[src/rtl/sap_control_sequencer.sv]
// sap_control_sequencer
// Microcoded control sequencer for the 8-bit bus-based SAP datapath. It walks
// fetch (T0-T1) and execute (T2-T4) steps for a 4-bit opcode and decodes
// every load strobe, bus enable and the ALU add/sub select from the current
// state, opcode and ALU flags. Mealy decode: outputs are combinational.
//
// Ports
//   clk, rst            : clock, synchronous active-high reset
//   run                 : start/continue, sampled at instruction boundaries
//   ir_opcode[3:0]      : IR upper nibble
//   cf, zf              : registered ALU carry / zero flags
//   pc_out_en, pc_inc, pc_load_n, mar_load_n, ram_out_en, ram_we,
//   ir_load_n, ir_out_en, a_load_n, a_out_en, b_load_n, alu_out_en,
//   alu_sub, out_load_n : datapath controls (*_n are active-low)
//   tstate[2:0]         : current T-state, 0 in IDLE/HALT
//   instr_done          : last step of the current instruction
//   idle, halted        : status
//
// state  | meaning
// -------+--------------------------------------------------
// IDLE   | waiting for run, no controls asserted
// T0     | fetch: PC -> MAR
// T1     | fetch: RAM -> IR, PC increments
// T2     | execute step 1 (opcode decoded)
// T3     | execute step 2 (LDA, STA, ADD, SUB)
// T4     | execute step 3 (ADD, SUB)
// HALT   | stopped by HLT, only rst leaves

module sap_control_sequencer (
   input  logic       clk,
   input  logic       rst,
   input  logic       run,
   input  logic [3:0] ir_opcode,
   input  logic       cf,
   input  logic       zf,
   output logic       pc_out_en,
   output logic       pc_inc,
   output logic       pc_load_n,
   output logic       mar_load_n,
   output logic       ram_out_en,
   output logic       ram_we,
   output logic       ir_load_n,
   output logic       ir_out_en,
   output logic       a_load_n,
   output logic       a_out_en,
   output logic       b_load_n,
   output logic       alu_out_en,
   output logic       alu_sub,
   output logic       out_load_n,
   output logic [2:0] tstate,
   output logic       instr_done,
   output logic       idle,
   output logic       halted
);

   localparam logic [3:0] OP_LDA = 4'h1;
   localparam logic [3:0] OP_ADD = 4'h2;
   localparam logic [3:0] OP_SUB = 4'h3;
   localparam logic [3:0] OP_STA = 4'h4;
   localparam logic [3:0] OP_LDI = 4'h5;
   localparam logic [3:0] OP_JMP = 4'h6;
   localparam logic [3:0] OP_JC  = 4'h7;
   localparam logic [3:0] OP_JZ  = 4'h8;
   localparam logic [3:0] OP_OUT = 4'hE;
   localparam logic [3:0] OP_HLT = 4'hF;

   typedef enum logic [2:0] {
      S_IDLE = 3'd0,
      S_T0   = 3'd1,
      S_T1   = 3'd2,
      S_T2   = 3'd3,
      S_T3   = 3'd4,
      S_T4   = 3'd5,
      S_HALT = 3'd6
   } state_t;

   state_t state_q, state_d;
   logic   last;

   always_ff @(posedge clk) begin
      if (rst) state_q <= S_IDLE;
      else     state_q <= state_d;
   end

   always_comb begin
      state_d    = state_q;
      last       = 1'b0;
      pc_out_en  = 1'b0;
      pc_inc     = 1'b0;
      pc_load_n  = 1'b1;
      mar_load_n = 1'b1;
      ram_out_en = 1'b0;
      ram_we     = 1'b0;
      ir_load_n  = 1'b1;
      ir_out_en  = 1'b0;
      a_load_n   = 1'b1;
      a_out_en   = 1'b0;
      b_load_n   = 1'b1;
      alu_out_en = 1'b0;
      alu_sub    = 1'b0;
      out_load_n = 1'b1;
      instr_done = 1'b0;

      case (state_q)
         S_IDLE: if (run) state_d = S_T0;
         S_T0: begin
            pc_out_en  = 1'b1;
            mar_load_n = 1'b0;
            state_d    = S_T1;
         end
         S_T1: begin
            ram_out_en = 1'b1;
            ir_load_n  = 1'b0;
            pc_inc     = 1'b1;
            state_d    = S_T2;
         end
         S_T2: begin
            case (ir_opcode)
               OP_LDA, OP_ADD, OP_SUB, OP_STA: begin
                  ir_out_en  = 1'b1;
                  mar_load_n = 1'b0;
                  state_d    = S_T3;
               end
               OP_LDI: begin
                  ir_out_en = 1'b1;
                  a_load_n  = 1'b0;
                  last      = 1'b1;
               end
               OP_JMP: begin
                  ir_out_en = 1'b1;
                  pc_load_n = 1'b0;
                  last      = 1'b1;
               end
               OP_JC: begin
                  ir_out_en = cf;
                  pc_load_n = ~cf;
                  last      = 1'b1;
               end
               OP_JZ: begin
                  ir_out_en = zf;
                  pc_load_n = ~zf;
                  last      = 1'b1;
               end
               OP_OUT: begin
                  a_out_en   = 1'b1;
                  out_load_n = 1'b0;
                  last       = 1'b1;
               end
               default: last = 1'b1;
            endcase
         end
         S_T3: begin
            case (ir_opcode)
               OP_LDA: begin
                  ram_out_en = 1'b1;
                  a_load_n   = 1'b0;
                  last       = 1'b1;
               end
               OP_ADD, OP_SUB: begin
                  ram_out_en = 1'b1;
                  b_load_n   = 1'b0;
                  alu_sub    = (ir_opcode == OP_SUB);
                  state_d    = S_T4;
               end
               OP_STA: begin
                  a_out_en = 1'b1;
                  ram_we   = 1'b1;
                  last     = 1'b1;
               end
               // IR cannot change after T1, so this only ends a corrupted step
               default: last = 1'b1;
            endcase
         end
         S_T4: begin
            alu_out_en = 1'b1;
            a_load_n   = 1'b0;
            alu_sub    = (ir_opcode == OP_SUB);
            last       = 1'b1;
         end
         S_HALT: state_d = S_HALT;
         default: state_d = S_IDLE;
      endcase

      if (last) begin
         instr_done = 1'b1;
         if (state_q == S_T2 && ir_opcode == OP_HLT) state_d = S_HALT;
         else if (run)                               state_d = S_T0;
         else                                        state_d = S_IDLE;
      end
   end

   always_comb begin
      case (state_q)
         S_T0:    tstate = 3'd0;
         S_T1:    tstate = 3'd1;
         S_T2:    tstate = 3'd2;
         S_T3:    tstate = 3'd3;
         S_T4:    tstate = 3'd4;
         default: tstate = 3'd0;
      endcase
   end

   assign idle   = (state_q == S_IDLE);
   assign halted = (state_q == S_HALT);

endmodule

[config.mk]
export PLATFORM = sky130hd
export DESIGN_NAME = sap_control_sequencer
export DESIGN_NICKNAME = d
export VERILOG_FILES = /design/src/rtl/sap_control_sequencer.sv
export SDC_FILE = /design/constraint.sdc
export NUM_CORES = 1
export LEC_CHECK = 0
export BUFFER_PORTS_ARGS = -buffer_cell sky130_fd_sc_hd__buf_2
export CAP_MARGIN = 10
export CORE_AREA = 3 3 40 42
export DETAILED_ROUTE_END_ITERATION = 10
export DIE_AREA = 0 0 43 45
export MAX_ROUTING_LAYER = met4
export PLACE_DENSITY = 0.72
export SLEW_MARGIN = 20
export SYNTH_ARGS = -nofsm -noshare
export SYNTH_HDL_FRONTEND = slang
export SYNTH_SLANG_ARGS = --single-unit
export TNS_END_PERCENT = 50
[constraint.sdc]
create_clock -name clk -period 3.4 [get_ports clk]
set_input_delay 0.68 -clock clk [delete_from_list [all_inputs] [get_ports clk]]
set_output_delay 0.68 -clock clk [all_outputs]
set_load 0.01 [all_outputs]
==> flow_results.org, run 1 <==
** Run status
- The flow ran to the end, and the final reports show no timing, DRC or antenna violations.

** Detailed routing
- After detailed routing, the average wire length per cell comes to between 10 and 15 um.
- Post-route DRC violation count :: 0
- Mean number of vias per cell :: between 5 and 6
- Routed WL :: 1.461 mm
- The first routing iteration left 26 violations.
- In this run the remaining antenna-violating nets after routing total 0.
- The first detailed-routing pass ran for 4 iterations.
- Detailed routing inserted a total of 622 vias.

** Cells and area
- Summing all multi-input logic gate instances after layout gives 369.1 sq um.
- Register with the most flip-flops :: state_q
- The largest registers in the layout are state_q x3.
- The net count of the finished layout is between 100 and 150.
- Area grow syn2layout :: 21.79%
- The register with the most flip-flops in the layout has 3 of them.
- Number of fill cells in the layout :: 150
- Layout cells sized above 1 :: a little over a third
- Area used by sequential logic in the layout :: about 60 sq um
- Diodes inserted :: 0

** GRT
- Global Route Usage Sum :: between 10% and 20%
- The via count of the first global-routing pass is 543.
- Entering global routing, the biggest net connects 15 pins.
- Global route overflow :: 0
- Number of antenna violations at the first check in global routing :: 0
- The first global-routing pass estimated between 2 and 2.5 mm of wire.

** Critical path
- In this run the worst path has a maximum fanout of 11.
- The worst setup path is launched from a primary input.
- Worst path required time :: 2720 ps
- Sort of element at the end of the critical path :: primary output
- Start-to-end type of the worst setup path :: primary input to primary output
- STA puts the critical path data arrival time at approximately 2000 ps.

** CTS
- Maximum root-to-sink buffer count :: 2
- Buffers added to address setup during post-CTS repair amount to 0.
- Clock-pin slew was measured on the worst setup and hold paths at 40 ps.
- CTS built an H-tree with a depth of 1.
- Total clock buffers created by CTS :: 3
- Later-pin clock latency in the skew report :: roughly 240 ps
- TritonCTS built the clock tree.
- Clock root buffer master :: sky130_fd_sc_hd__clkbuf_4
- The number of hold buffers added after CTS was 0.
- Post-CTS repair changed the size of 0 cells.
- Total clock sinks :: 3

** STA
- Setup violations, final :: 0
- Clock tree skew after final layout :: between 1.5 and 2 ps
- Adding up every negative setup slack in the final design gives 0 ps.
- Worst-case headroom to the max-slew limit :: 66.99%
- Min Tclk post-route :: roughly 2700 ps
- Slew at the pin with the worst max-slew slack :: just under 500 ps
- The final-report hold violation count is 0.
- Ratio of final minimum period to clock period :: between 70 and 80%
- Highest clock frequency the design can meet :: 0.3725 GHz
- Unrepaired setup endpoints after global routing :: false
- Slew Limit Fails :: 0

** Yosys
- Top cells by area, synth :: sky130_fd_sc_hd__dfxtp_1 (12%), sky130_fd_sc_hd__buf_4 (7.3%), sky130_fd_sc_hd__buf_6 (4.4%)
- EDFF count, synth :: 0
- Dominant cell type by area after synthesis :: sky130_fd_sc_hd__dfxtp_1
- In this run the biggest area consumer among cell types represents 11.62% of the synthesized area.
- Post-Syn Area per Cell :: between 6 and 7 sq um
- Most used standard cell by instance count after synthesis :: sky130_fd_sc_hd__nand2_1
- Syn_nets :: a little over 80
- The share of the Yosys chip area taken by registers is approximately 12%.
- Share of synthesized registers carrying an async set or reset :: 0%
- Commonest cells in the synthesized netlist :: sky130_fd_sc_hd__nand2_1 (6), sky130_fd_sc_hd__buf_4 (5)
- Cell area after synthesis :: between 500 and 600 sq um
- Synthesis produced a netlist whose cell count is 74.
- Among all flip-flop cells after synthesis, the most frequent one is sky130_fd_sc_hd__dfxtp_1.
- Synth warnings :: 0
- Synthesis inferred 3 register bits.
- In this run, distinct cell masters in the synthesized netlist total 39.

** Floorplanning
- From left edge to right edge, the die measures between 40 and 50 um.
- I/O Pins :: 29
- Row generation in the floorplan step produced 13 rows.
- Die H :: 45 um
- The die covers ~0.0019 sq mm.
- Initial cell density of the core :: around 40%
- Core ar. :: 0.001285 sq mm

** Run
- Max-capacitance violation count :: 0

** Power and ir drop
- Post-layout power :: 0.2126 mW
- IR analysis of the VDD net gives a maximum drop of between 0.2 and 0.25 mV.
- Power density over the cells :: between 300 and 400 mW/mm^2
- Summed over all cells, the static leakage comes to 0.3101 nW.

** Placed design
- Final weighted congestion in routability-driven placement :: ~0.84
- In this run the tool buffered the top-level ports with 28 buffer cells.
- Summed over all nets, the half-perimeter wirelength after detailed placement is 1.073 mm.

** Min path
- The path class of the tightest hold or removal check is flop to flop.
[power by group]
| group | internal [mW] | switching [mW] | total, mW |
|---|---|---|---|
| registers | 0.0405 | 0.0157 | 0.0562 |
| clock network | 0.0441 | 0.0200 | 0.0641 |
| logic | 0.0407 | 0.0517 | 0.0924 |
| total | 0.125 | 0.0874 | 0.213 |
[cell families after synthesis]
group / Yosys count / synth area share, %
compound gates: 18 / 25.67
buf+inv: 14 / 16.95
flops: 3 / 11.62
simple gates: 39 / 45.77
[layer usage]
metal | vias to the layer above | share of wire, % | global-route usage, %
met1 | 280 | 46 | 22.78
met3 | 0 | 7.3 | 4.781
met5 | - | 0 | -
li1 | 319 | - | -
met4 | 0 | 0 | 1.807
met2 | 23 | 47 | 24.55
[layout by cell type (no fill, tap or decap), types with 2 or more instances in the layout]
cell	n
sky130_fd_sc_hd__and3_1	2
sky130_fd_sc_hd__nand2b_1	3
sky130_fd_sc_hd__o21ai_0	4
sky130_fd_sc_hd__dfxtp_1	3
sky130_fd_sc_hd__nor3_1	4
sky130_fd_sc_hd__nor2_1	4
sky130_fd_sc_hd__nor2b_1	2
sky130_fd_sc_hd__inv_1	4
sky130_fd_sc_hd__and3b_1	2
sky130_fd_sc_hd__clkbuf_4	3
sky130_fd_sc_hd__nor4_1	2
sky130_fd_sc_hd__a21oi_1	3
sky130_fd_sc_hd__buf_2	28
sky130_fd_sc_hd__nand3b_1	3
sky130_fd_sc_hd__nand2_1	6
[layout make-up]
| class | instances | share of cell area (%) |
|---|---|---|
| flip-flops and latches | 3 | 9.543 |
| well taps | 15 | 2.982 |
| clock buffers | 4 | 4.175 |
| inverters | 4 | 2.386 |
| repair buffers | 28 | 22.27 |
| multi-input cells | 57 | 58.65 |
[through the flow]
step / instance area, sq um / hold slack [ps] / utilization (%) / worst slack [ps] / instances
after floorplan: 516.7 / 584.1 / - / 885.5 / 74
after global placement: 603.1 / 606.9 / 46.93 / 738.6 / 107
after detailed placement: 603.1 / 617.0 / 46.93 / 733.1 / 107
after CTS: 629.4 / 622.3 / 48.98 / 731.7 / 111
after global routing: 629.4 / 680.1 / 48.98 / 670.7 / 111
final: 629.4 / 632.9 / 48.98 / 715.8 / 111
[final timing paths]
path                 from         end  slack (ps)  cells after the start
max          ir_opcode[3]  instr_done         720                      5
min            state_q[0]  state_q[1]         630                      2
max reg2reg    state_q[0]  state_q[2]        1840                      3
min reg2reg    state_q[0]  state_q[1]         630                      2
[worst max-delay path, cell delays in order]
cell and delay (ps):
sky130_fd_sc_hd__buf_2 160, sky130_fd_sc_hd__or4b_1 560, sky130_fd_sc_hd__and2_1 200, sky130_fd_sc_hd__or2_2 270
sky130_fd_sc_hd__buf_2 140
No activity file was read; power rests on OpenSTA's default activity.
==> run 2: changes to the inputs <==
CORE_AREA = unset   (was 3 3 40 42)
CORE_MARGIN = 3   (was unset)
CORE_UTILIZATION = 38   (was unset)
DIE_AREA = unset   (was 0 0 43 45)
PLACE_DENSITY = 0.73   (was 0.72)
clock period = 2.45 ns   (was 3.4 ns; I/O delays follow)
==> run 2 against run 1 <==
Net effect: sequential power grew 24%; critical path depth is the same; core utilization grew 5.2 points; die area shrank 5.0%; clock skew shrank 1.7 ps; worst hold slack lost 160 ps; total power grew 41%; clock-buffer cell count is the same; flip-flop and latch count is the same; global-route usage grew 0.30 points; critical path type unchanged; largest cell class unchanged; largest power group unchanged.
==> flow_results.org, run 2 (same netlist as run 1, synthesis figures left out) <==
** Cells and area
- Ranked by flip-flop count, first place goes to state_q.
- In the final layout, the share of cells above drive strength 1 is 36.73%.
- From synthesis to final layout, the design area changed by 24.46%.
- Summing all multi-input logic gate instances after layout gives between 300 and 400 sq um.
- The layout has 129 filler cells.
- The largest registers in the layout are state_q x3.
- The number of antenna diodes in the final layout is 0.
- After routing the design area is 643.1 sq um.
- For this run, the share of the core covered by cells in the final layout is 54.22%.
- The net count of the finished layout is ~110.
- Summing all flip-flop and latch instances after layout gives 60.06 sq um.
- The library cells used most frequently in the layout, excluding fill and tap cells, are sky130_fd_sc_hd__buf_2 (28), sky130_fd_sc_hd__nand2_1 (6).
- Leaving out fill and tap cells, the most frequent cell in the layout is sky130_fd_sc_hd__buf_2.
- Largest register FFs :: 3

** CTS
- Number of buffers added for setup after CTS :: 0
- Clock-pin slew was measured on the worst setup and hold paths at approximately 30 ps.
- Hold_buf cts :: 0
- In this run the number of H-tree levels came out at 1.
- TritonCTS clock tree :: done
- Maximum root-to-sink buffer count :: 2
- Clock root buffer master :: sky130_fd_sc_hd__clkbuf_4
- Total of cells resized after clock tree synthesis :: 0
- Total clock buffers created by CTS :: 3
- The clock net in this run drives a total of 3 sinks.
- For the worst-skew pair, the clock arrives at the later sink with an insertion delay of about 240 ps.

** Detailed routing
- Mean number of vias per cell :: roughly 6
- Antenna Nets Post-Route :: 0
- Via count :: between 600 and 700
- The first detailed-routing pass ran for 4 iterations.
- Routed WL per cell :: about 12 um
- In this run, the number of DRC markers left after iteration 0 of detailed routing was 19.
- In the routed design, unresolved DRC markers number 0.
- Routed WL :: between 1 and 1.5 mm

** Power and ir drop
- Clock share of power :: just under 30%
- Switching share of total power :: 40.55%
- The design draws ~0.3 mW.
- Switching pwr :: 0.1218 mW
- Fraction of power consumed by sequential logic :: around 23%
- Logic pwr share :: 47.2%
- Summed over all cells, the static leakage comes to 0.3197 nW.
- Power Internal :: about 0.18 mW
- The worst-case IR drop observed on VDD is ~0.35 mV.
- Power density over the cells :: between 400 and 500 mW/mm^2

** Placed design
- DP Worst Slack :: around 190 ps
- Port buffering added 28 buffers.
- At the end of routability-driven placement, the weighted congestion stood at about 0.8.
- DPL Wire Length :: about 1.1 mm
- In this run the cell area measured after placement is between 600 and 700 sq um.

** STA
- Slew Limit Fails :: 0
- Across the routed clock network, the largest skew measured is between 0.15 and 0.2 ps.
- Setup slack on the critical path of the routed design comes to between 150 and 200 ps.
- Setup violations, final :: 0
- The final critical path takes up just over 90% of the cycle.
- Count of final hold-check violations :: 0
- Min Tclk post-route :: around 2300 ps
- For this run, the top clock speed supported by timing is 0.4420 GHz.
- After routing, the total negative slack on setup checks comes to 0 ps.
- Unrepaired setup endpoints after global routing :: false
- Slew at the pin with the worst max-slew slack :: between 400 and 500 ps
- Headroom to the max-slew limit came out at slightly below 70%.

** Min path
- HP Class :: primary input to flop
- The path with the worst hold slack has its endpoint at state_q[1].
- Startpoint of the worst hold path :: rst
- Cell count of the worst hold path :: 2

** Floorplanning
- In this run the core area contains 12 standard-cell rows.
- The floorplan step defined a die boundary enclosing 0.001838 sq mm.
- I/O Pins :: 29
- In this run the vertical extent of the chip is around 43 um.
- The die is 42.88 um wide.
- Core ar. :: approximately 0.0012 sq mm
- The initial utilization of the core area, before any placement, comes to a little over two fifths.

** Critical path
- Start-to-end type of the worst setup path :: primary input to primary output
- At the worst endpoint, the required time is between 1500 and 2000 ps.
- Data arrives at the worst endpoint at about 1800 ps.
- The worst register-to-register path ends at state_q[0].
- In this run the worst path has a maximum fanout of 11.
- The worst setup path is captured at a primary output.
- Depth of the most critical reg-to-reg path :: 3
- Launching point of the worst reg2reg path :: state_q[1]
- For flop-to-flop paths, the worst setup slack is roughly 1000 ps.
- Element type at the critical path start :: primary input

** GRT
- Global route overflow :: 0
- The via count of the first global-routing pass came to a little over 500.
- Entering global routing, the biggest net connects 15 pins.
- Wire length of the first global-routing pass :: between 2 and 2.5 mm
- Global Route Usage Sum :: around 17%
- Number of antenna violations at the first check in global routing :: 0

** Run
- Max-capacitance violation count :: 0

** Run status
- Result of the run :: complete, no violations
-- run 2: final cells by class --
cell class	count	area share, %
multi-input cells	57	57.39
flip-flops and latches	3	9.339
well taps	14	2.724
inverters	4	2.335
clock buffers	4	4.086
repair buffers	30	24.12
-- run 2: power by group through the flow --
stage	sequential, mW	combinational, mW	clock, mW
CTS	0.0693	0.142	0.0935
detailed placement	0.0698	0.142	0
global placement	0.0696	0.139	0
finish	0.0695	0.142	0.0891
floorplan	0.0610	0.112	0
global route	0.0711	0.155	0.102
-- run 2: through the flow --
step,cells,hold slack (ps)
6_report,112,471.8
4_1_cts,112,459.8
3_3_place_gp,108,625.6
5_1_grt,112,459.5
3_5_place_dp,108,636.6
2_1_floorplan,74,569.3
-- run 2: critical path, cell delays in order --
cell and delay, ps:
sky130_fd_sc_hd__buf_2 150, sky130_fd_sc_hd__or4b_1 530, sky130_fd_sc_hd__and2_1 190, sky130_fd_sc_hd__or2_2 270, sky130_fd_sc_hd__buf_2 140
-- run 2: layer usage --
metal  vias to the layer above  track usage [%]  part of all wire [%]  wire length, um
met2                        39            24.25                    45              635
met3                         4            8.051                    12              167
li1                        323                -                     -                -
met4                         0            7.453                   1.5               21
met5                         -                -                     0                0
met1                       293            19.35                    41              572
-- run 2: worst max-delay path by stage --
stage	startpoint	end	slack [ps]	depth (start not counted)
floorplan	ir_opcode[1]	mar_load_n	320	5
detailed placement	ir_opcode[3]	instr_done	190	5
finish	ir_opcode[3]	instr_done	190	5
global route	state_q[2]	ram_we	90	4
global placement	ir_opcode[3]	instr_done	200	5
CTS	ir_opcode[3]	instr_done	190	5
